<file path="config.mk">
export PLATFORM = sky130hd
export DESIGN_NAME = sc_mult_unit
export DESIGN_NICKNAME = d
export VERILOG_FILES = /design/src/rtl/sc_mult_unit.sv
export SDC_FILE = /design/constraint.sdc
export NUM_CORES = 1
export LEC_CHECK = 0
export ABC_AREA = 1
export BUFFER_PORTS_ARGS = -buffer_cell sky130_fd_sc_hd__buf_2
export CAP_MARGIN = 20
export CORE_MARGIN = 2
export CORE_UTILIZATION = 40
export DETAILED_ROUTE_END_ITERATION = 8
export HOLD_SLACK_MARGIN = 0.08
export PLACE_DENSITY = 0.59
export SKIP_LAST_GASP = 1
export SLEW_MARGIN = 20
export SYNTH_ARGS = -nofsm -noshare
export SYNTH_HDL_FRONTEND = slang
export SYNTH_SLANG_ARGS = --single-unit
</file>
<file path="constraint.sdc">
create_clock -name clk -period 3.35 [get_ports clk]
set_clock_uncertainty 0.05 [all_clocks]
set_input_delay 0.8375 -clock clk [delete_from_list [all_inputs] [get_ports clk]]
set_output_delay 0.8375 -clock clk [all_outputs]
set_load 0.02 [all_outputs]
</file>
<file path="src/rtl/sc_mult_unit.sv">
// ----------------------------------------------------------------------------
// sc_mult_unit
// Stochastic-computing multiplier. Two maximal-length Fibonacci LFSRs turn the
// latched operands into bitstreams by a >= comparison, the per-cycle product
// bit (AND unipolar, XNOR bipolar) is counted over one full LFSR period of
// L = 2**WIDTH-1 cycles, and the ones-count is returned with a done pulse.
//
// Optional build macro: SC_STREAM_OUT_EN adds registered copies of the
// per-cycle stream bits (sa_o, sb_o, p_o) plus a stream_vld qualifier.
// ----------------------------------------------------------------------------
module sc_mult_unit #(
    parameter int unsigned      WIDTH  = 8,
    parameter logic [WIDTH-1:0] TAPS_A = 8'h8E,
    parameter logic [WIDTH-1:0] TAPS_B = 8'hB8,
    parameter logic [WIDTH-1:0] SEED_A = 8'd1,
    parameter logic [WIDTH-1:0] SEED_B = 8'd244
) (
    input  logic             clk,
    input  logic             rst,
    input  logic             start,
    input  logic             mode,
    input  logic [WIDTH-1:0] a,
    input  logic [WIDTH-1:0] b,
    output logic             busy,
    output logic             done,
    output logic [WIDTH-1:0] result
`ifdef SC_STREAM_OUT_EN
    ,
    output logic             sa_o,
    output logic             sb_o,
    output logic             p_o,
    output logic             stream_vld
`endif
);

    localparam logic [0:0] ST_IDLE = 1'b0;
    localparam logic [0:0] ST_RUN  = 1'b1;

    // Step index of the L-th (final) RUN edge: L-1 = 2**WIDTH-2.
    localparam logic [WIDTH-1:0] LAST_STEP = {{(WIDTH-1){1'b1}}, 1'b0};

    logic [0:0]       r_state;
    logic [WIDTH-1:0] r_a;
    logic [WIDTH-1:0] r_b;
    logic             r_mode;
    logic [WIDTH-1:0] r_lfsr_a;
    logic [WIDTH-1:0] r_lfsr_b;
    logic [WIDTH-1:0] r_count;
    logic [WIDTH-1:0] r_step;
    logic             r_done;
    logic [WIDTH-1:0] r_result;

    logic             w_sa;
    logic             w_sb;
    logic             w_p;
    logic             w_fb_a;
    logic             w_fb_b;
    logic [WIDTH-1:0] w_count_nxt;

    // Per-cycle stream bits, product bit and LFSR feedback for the current state.
    always_comb begin
        w_sa        = (r_a >= r_lfsr_a);
        w_sb        = (r_b >= r_lfsr_b);
        w_p         = r_mode ? ~(w_sa ^ w_sb) : (w_sa & w_sb);
        w_fb_a      = ^(r_lfsr_a & TAPS_A);
        w_fb_b      = ^(r_lfsr_b & TAPS_B);
        // Count never exceeds L, so no overflow handling is required.
        w_count_nxt = r_count + WIDTH'(w_p);
    end

    // Control FSM plus operand latches, LFSRs and ones-counter.
    always_ff @(posedge clk or posedge rst) begin
        if (rst) begin
            r_state  <= ST_IDLE;
            r_a      <= '0;
            r_b      <= '0;
            r_mode   <= 1'b0;
            r_lfsr_a <= SEED_A;
            r_lfsr_b <= SEED_B;
            r_count  <= '0;
            r_step   <= '0;
            r_done   <= 1'b0;
            r_result <= '0;
        end else begin
            r_done <= 1'b0;
            case (r_state)
                ST_IDLE: begin
                    if (start) begin
                        r_a      <= a;
                        r_b      <= b;
                        r_mode   <= mode;
                        r_lfsr_a <= SEED_A;
                        r_lfsr_b <= SEED_B;
                        r_count  <= '0;
                        r_step   <= '0;
                        r_state  <= ST_RUN;
                    end
                end
                ST_RUN: begin
                    r_count  <= w_count_nxt;
                    r_lfsr_a <= {r_lfsr_a[WIDTH-2:0], w_fb_a};
                    r_lfsr_b <= {r_lfsr_b[WIDTH-2:0], w_fb_b};
                    r_step   <= r_step + WIDTH'(1);
                    if (r_step == LAST_STEP) begin
                        r_result <= w_count_nxt;
                        r_done   <= 1'b1;
                        r_state  <= ST_IDLE;
                    end
                end
                default: r_state <= ST_IDLE;
            endcase
        end
    end

    assign busy   = (r_state == ST_RUN);
    assign done   = r_done;
    assign result = r_result;

`ifdef SC_STREAM_OUT_EN
    logic r_sa;
    logic r_sb;
    logic r_p;
    logic r_stream_vld;

    // Registered copies of the stream bits from every RUN edge; vld marks them.
    always_ff @(posedge clk or posedge rst) begin
        if (rst) begin
            r_sa         <= 1'b0;
            r_sb         <= 1'b0;
            r_p          <= 1'b0;
            r_stream_vld <= 1'b0;
        end else begin
            r_stream_vld <= (r_state == ST_RUN);
            if (r_state == ST_RUN) begin
                r_sa <= w_sa;
                r_sb <= w_sb;
                r_p  <= w_p;
            end else begin
                r_sa <= 1'b0;
                r_sb <= 1'b0;
                r_p  <= 1'b0;
            end
        end
    end

    assign sa_o       = r_sa;
    assign sb_o       = r_sb;
    assign p_o        = r_p;
    assign stream_vld = r_stream_vld;
`endif

endmodule
</file>
==> results of run 1 <==
[cells in the final DEF (no fill, tap or decap), types with 8 or more instances in the layout]
master	instances
a21oi_1	8
mux2_4	11
nand3_1	20
clkbuf_8	13
o21ai_0	10
nor2_1	18
inv_1	41
buf_2	29
nand2_1	102
o22ai_1	8
ha_1	21
dfrtp_1	53
[cell families (layout without fill, tap and decap cells)]
logic type      Yosys count  in the layout  share of synthesized area (%)
fa+ha+maj                21             21                           8.61
flops                    59             59                           48.6
buf+inv                  53             93                           8.03
mux                      15             15                           6.89
xor+xnor                  1              1                          0.287
simple gates            145            145                           19.4
compound gates           38             38                           8.20
[routing by layer]
metal  vias to the layer above  share of wire, %  track usage, %
met5                         -                 0               0
met4                         0               1.2            5.30
met3                         6               3.9            4.98
met2                        43                45            24.0
met1                      1015                50            19.6
li1                       1139                 -               -
[synth_stat cells (5+ instances only)]
| cell type | count | share of area, % |
|---|---|---|
| ha_1 | 21 | 8.6 |
| nor2_1 | 18 | 2.2 |
| nand2_1 | 102 | 13 |
| mux2_4 | 11 | 5.4 |
| nand3_1 | 20 | 3.3 |
| a22oi_2 | 5 | 2.0 |
| o21ai_0 | 10 | 1.6 |
| inv_1 | 42 | 5.2 |
| a21oi_1 | 8 | 1.3 |
| buf_6 | 5 | 1.8 |
| dfrtp_1 | 53 | 43 |
| o22ai_1 | 8 | 1.6 |
| dfstp_2 | 6 | 5.2 |
[worst max-delay path, cell delays in order, from the launching register on]
cell and delay [ns]:
dfstp_2 0.52, inv_1 0.07, ha_1 0.29, nand2_1 0.06, inv_1 0.03, nor2_1 0.08
o21a_1 0.12, nand2_1 0.07, ha_1 0.27, a21oi_1 0.15, ha_1 0.21, ha_1 0.18
nand2_1 0.07, o21ai_0 0.15, nand2_1 0.08, nand2_1 0.06, o21ai_0 0.08
[layout make-up]
class / count / area share (%)
flip-flops and latches: 59 / 42.2
inverters: 45 / 4.87
multi-input cells: 220 / 37.6
well taps: 99 / 3.52
clock inverters: 3 / 1.92
clock buffers: 13 / 5.09
repair buffers: 32 / 4.77
[where the power goes]
| group | internal, µW | total, µW | switching (µW) |
|---|---|---|---|
| Sequential | 985 | 1150 | 165 |
| Combinational | 423 | 974 | 551 |
| Clock | 500 | 780 | 280 |
[flip-flops by register name (all words and copies together) (netlist names)]
name and flops:
busy 1, done 1, r_a 8, r_b 8, r_count 8, r_lfsr_a 8, r_lfsr_b 8, r_mode 1
r_step 8, result 8
[through the flow]
step / power [µW] / instances / hold slack (ns) / worst slack, ns / cell area (µm²)
global route: 3180 / 471 / 0.456 / 0.348 / 3520
floorplan: 1910 / 332 / 0.421 / 0.920 / 3050
global placement: 2110 / 455 / 0.401 / 0.746 / 3270
CTS: 2940 / 471 / 0.423 / 0.647 / 3520
detailed placement: 2140 / 455 / 0.405 / 0.659 / 3270
finish: 2910 / 471 / 0.415 / 0.684 / 3520
[worst max-delay path by stage]
| stage | startpoint | end | slack, ns | cells past startpoint |
|---|---|---|---|---|
| after CTS | r_lfsr_b[7]$_DFFE_PP1P_ | r_count[4]$_DFFE_PP0P_ | 0.65 | 16 |
| after detailed placement | r_lfsr_b[7]$_DFFE_PP1P_ | r_count[4]$_DFFE_PP0P_ | 0.66 | 16 |
| final | r_lfsr_b[7]$_DFFE_PP1P_ | r_count[4]$_DFFE_PP0P_ | 0.68 | 16 |
| after global routing | r_lfsr_b[7]$_DFFE_PP1P_ | r_count[4]$_DFFE_PP0P_ | 0.35 | 16 |
| after global placement | r_lfsr_b[7]$_DFFE_PP1P_ | r_count[4]$_DFFE_PP0P_ | 0.75 | 16 |
| after floorplan | r_lfsr_b[7]$_DFFE_PP1P_ | r_count[4]$_DFFE_PP0P_ | 0.92 | 16 |
==> flow_summary.toml, run 1 <==
[worst_setup_path]
critical_path_class = "reg -> reg"
startpoint_type = "flop"
reg2reg_to = "r_count[4]$_DFFE_PP0P_"
crit_required_ns = 3.52
rr_startpoint = "r_lfsr_b[7]$_DFFE_PP1P_"
r2r_setup_slack_ns = 0.68
cp_max_fo = 3
crit_arrival_ns = 2.83
endpoint_kind = "flop"
reg2reg_depth = 16

[worst_hold_path]
worstHoldStart = "result[3]$_DFFE_PP0P_"
whs_path_depth = 2
holdCritPathClass = "reg -> reg"
min_to = "result[3]$_DFFE_PP0P_"

[synthesis]
synth_nets = 373
syn_inst = 332
netlist_area_mm2 = 0.00305
syn_avg_cell_area_um2 = 9.20
synthFlopType = "dfrtp_1"
ys_seq_elements = 59
synth_cell_type_count = 26
synthArstFlopShare_pct = 100
yosysWarningCount = 0
yosysSeqAreaShare_pct = 48.6
synth-edff-count = 0

[floorplan]
ioPinCount = 30
initial_core_util_pct = 41.6
rows = 31
die-area_mm2 = 0.00835
die_h_um = 91.4
coreArea_mm2 = 0.00733
die_x_um = 91.4

[clock_tree]
cts_inserted_buffers = 9
htree_levels = 3
cts.repair.resized = 0
clk_pin_slew_ns = 0.07
cts_tree = "done"
cts_buffer_depth = 2
holdBufCountCts = 0
insertion_delay_ns = 0.34
clkSinkCount = 59
post_cts_buffers = 0
cts-root-buf = "clkbuf_8"

[placed_design]
place_congestion = 0.775
dp_hpwl_um = 3950
portBuffers = 29

[global_route]
grt_max_degree = 36
grt_pass1_wl_um = 10100
grt_overflow = 0
antenna_found_initial = 0
globalRouteTotalUtil_pct = 15.2
grt_pass1_vias = 2240

[pwr]
powerDensity_mw_per_mm2 = 826
peakVddDrop_uv = 384
power.leakage_uw = 0.00188

[routing]
drc_errors = 0
route.detailed.wl_per_inst_um = 11.8
via_per_inst = 4.68
drt-initial-drc-count = 40
ant_nets = 0
vias = 2203
drt-pass1-iter-count = 4
routed_wl_um = 5540

[finish]
fillCellCount = 700
fin_nets = 408
seq_area_mm2 = 0.00148
area_delta_synth_final_pct = 15.2
multi_input_area_mm2 = 0.00132
fin_util_pct = 48.0
layout-drive-gt1-share_pct = 22.0
num_antenna_cells = 0

[timing]
grt_setup_unrepaired = "false"
period_minus_slack_ns = 2.67
tns_ns = 0
post-route-period-util_pct = 79.6
worstMarginPinSlew_ns = 0.735
final-hold-violation-count = 0
setup_viol = 0
max_freq_mhz = 375
timing.max_slew.rel_slack_pct = 51.0
slew_viol_final = 0

[status]
status = "finished, final reports clean"

[run]
max-cap-violations = 0
No activity file was read; power rests on OpenSTA's default activity.
==> inputs of run 2 (changes only) <==
--- a/config.mk
+++ b/config.mk
@@ -5,7 +5,7 @@
 export SDC_FILE = /design/constraint.sdc
 export NUM_CORES = 1
 export LEC_CHECK = 0
-export ABC_AREA = 1
+export ABC_AREA = 0
 export BUFFER_PORTS_ARGS = -buffer_cell sky130_fd_sc_hd__buf_2
 export CAP_MARGIN = 20
 export CORE_MARGIN = 2
==> constraint.sdc (replaced) <==
create_clock -name clk -period 2.7 [get_ports clk]
set_clock_uncertainty 0.05 [all_clocks]
set_input_delay 0.675 -clock clk [delete_from_list [all_inputs] [get_ports clk]]
set_output_delay 0.675 -clock clk [all_outputs]
set_load 0.02 [all_outputs]
==> run 2 against run 1 <==
The flow now finishes with violations (setup timing). Area after synthesis decreased by 3.2%. Cell area increased by 3.4%. First-iteration DRC count increased by 140%. Die area decreased by 3.0%. Via count increased by 2.2%. Worst setup slack got worse by 0.70 ns. Global-route usage increased by 0.94 points. Clock-buffer cell count decreased by 4.
==> flow_summary.toml, run 2 <==
[status]
status = "finished, violations left"
violations = "setup timing"

[worst_setup_path]
crit_arrival_ns = 2.87
reg2reg_depth = 13
endpoint_kind = "flop"
startpoint_type = "flop"
cp_max_fo = 3
crit_required_ns = 2.85
critical_path_class = "reg -> reg"

[timing]
grt_setup_unrepaired = "true"
final-hold-violation-count = 0
tns_ns = -0.0371
fin_ws_ns = -0.0188
post-route-period-util_pct = 101
period_minus_slack_ns = 2.72
timing.max_slew.rel_slack_pct = 63.0
setup_viol = 3
max_freq_mhz = 368
hold_ws_ns = 0.305
worstMarginPinSlew_ns = 0.554
slew_viol_final = 0

[finish]
design_area_mm2 = 0.00364
fin_nets = 393
fin_util_pct = 50.4
final_cell_mix = "68 x nand2_1, 53 x dfrtp_1, 29 x buf_2"
final_common_cell = "nand2_1"
num_antenna_cells = 0
layout-drive-gt1-share_pct = 27.2
fillCellCount = 698
area_delta_synth_final_pct = 23.0

[pwr]
peakVddDrop_uv = 409
power.leakage_uw = 0.00175
powerDensity_mw_per_mm2 = 1200

[routing]
vias = 2252
drt-pass1-iter-count = 4
drc_errors = 0
route.detailed.wl_per_inst_um = 12.8
routed_wl_um = 5820
via_per_inst = 4.94
drt-initial-drc-count = 94
ant_nets = 0

[synthesis]
syn_avg_cell_area_um2 = 9.66
yosysTopAreaCell = "dfrtp_1"
syn_inst = 306
synthArstFlopShare_pct = 100
synth.most_common_cell = "nand2_1"
synth_nets = 347
netlist_area_mm2 = 0.00296
synth-edff-count = 0
synth_cell_type_count = 33
synthTopCellsByArea = "dfrtp_1 45%, ha_1 8.9%, nand2_1 8.6%"
synthFlopType = "dfrtp_1"
synth_top_area_share_pct = 44.9
yosys-top-cells-count = "68 x nand2_1, 53 x dfrtp_1, 21 x ha_1"
yosysWarningCount = 0
yosysSeqAreaShare_pct = 50.2
ys_seq_elements = 59

[clock_tree]
cts-root-buf = "clkbuf_8"
clkSinkCount = 59
holdBufCountCts = 0
cts_inserted_buffers = 9
cts_buffer_depth = 2
htree_levels = 3
insertion_delay_ns = 0.34
cts_tree = "done"
clk_pin_slew_ns = 0.08

[placed_design]
place_ws_ns = -0.198
place_congestion = 0.727
portBuffers = 29
place_area_mm2 = 0.00331
dp_hpwl_um = 3980

[global_route]
grt_pass1_vias = 2200
antenna_found_initial = 0
grt_pass1_wl_um = 10500
globalRouteTotalUtil_pct = 16.2
grt_max_degree = 61
grt_overflow = 0

[floorplan]
ioPinCount = 30
die_x_um = 90.0
coreArea_mm2 = 0.00721
die_h_um = 90.0
rows = 31
initial_core_util_pct = 41.0
die-area_mm2 = 0.00810

[run]
max-cap-violations = 0

[worst_hold_path]
holdCritPathClass = "in -> async"
run 2: changes by cell type in the layout (fill, tap and decap cells not counted), sizes merged, moves of 11 or more:
cell	delta
nand2	-37
nand3	-12
inv	-25
a21oi	+13
mux2	-12
buf	+16
o31ai	+11
run 2: cell families (layout without fill, tap and decap cells):
| kind of cell | after synthesis | after routing | share of synthesized area (%) |
|---|---|---|---|
| xor gates and xnor gates | 13 | 13 | 3.85 |
| and+or+nand+nor | 114 | 114 | 17.3 |
| buffers and inverters | 31 | 82 | 4.40 |
| adders and majority gates | 21 | 21 | 8.89 |
| DFF | 59 | 59 | 50.2 |
| AOI/OAI and AO/OA | 60 | 60 | 12.5 |
| muxes | 8 | 8 | 2.84 |
run 2: final cells by class:
type                            count  area, µm²  area share (%)
Inverter                           18       67.6            1.86
Sequential cell                    59       1480            40.8
Tap cell                           99        124            3.41
Multi-Input combinational cell    216       1470            40.4
Clock inverter                      7       76.3            2.10
Timing Repair Buffer               48        292            8.02
Clock buffer                        9        124            3.41
run 2: path summary, 6_finish.rpt:
kind                                              start                 endpoint  slack [ns]
worst max register to register  r_lfsr_b[6]$_DFFE_PP1P_   r_count[6]$_DFFE_PP0P_       -0.02
min in group clk                r_lfsr_a[5]$_DFFE_PP0P_  r_lfsr_a[6]$_DFFE_PP0P_        0.43
max in group asynchronous                           rst  r_lfsr_b[6]$_DFFE_PP1P_        1.58
worst max-delay path            r_lfsr_b[6]$_DFFE_PP1P_   r_count[6]$_DFFE_PP0P_       -0.02
worst min register to register  r_lfsr_a[5]$_DFFE_PP0P_  r_lfsr_a[6]$_DFFE_PP0P_        0.43
worst min-delay path                                rst   r_count[1]$_DFFE_PP0P_        0.30
run 2: metrics by stage:
stage,cells,power [µW]
final,456,4350
after global routing,456,4750
after CTS,456,4360
after detailed placement,439,3340
after global placement,439,3290
after floorplan,306,2830
run 2: repair_timing:
action,4_1_cts,5_1_grt
setup buffers,1,0
endpoints found under the setup margin,13,13
pin swaps,13,5
resized for setup,16,7
run 2: critical path: stages (launching register included):
cell     delay, ns
dfstp_2       0.54
inv_1         0.06
ha_1          0.29
a21o_1        0.17
a21oi_2       0.12
o21ai_1       0.08
ha_1          0.30
a21oi_2       0.15
ha_2          0.23
ha_4          0.16
nand3_4       0.09
nor2_4        0.12
xnor2_2       0.12
mux2i_1       0.10
run 2: power by group:
group / internal, µW / switching, µW / total (µW)
Sequential: 1340 / 362 / 1700
Clock: 432 / 383 / 815
Combinational: 921 / 908 / 1830
run 2: metal layers:
| layer | track usage, % | share of wire (%) | up-vias | routed length (µm) |
|---|---|---|---|---|
| met2 | 25.6 | 49 | 30 | 2830 |
| li1 | - | - | 1127 | - |
| met1 | 21.1 | 47 | 1087 | 2720 |
| met3 | 2.51 | 2.7 | 8 | 156 |
| met5 | 0 | 0 | - | 0 |
| met4 | 9.23 | 2.0 | 0 | 116 |
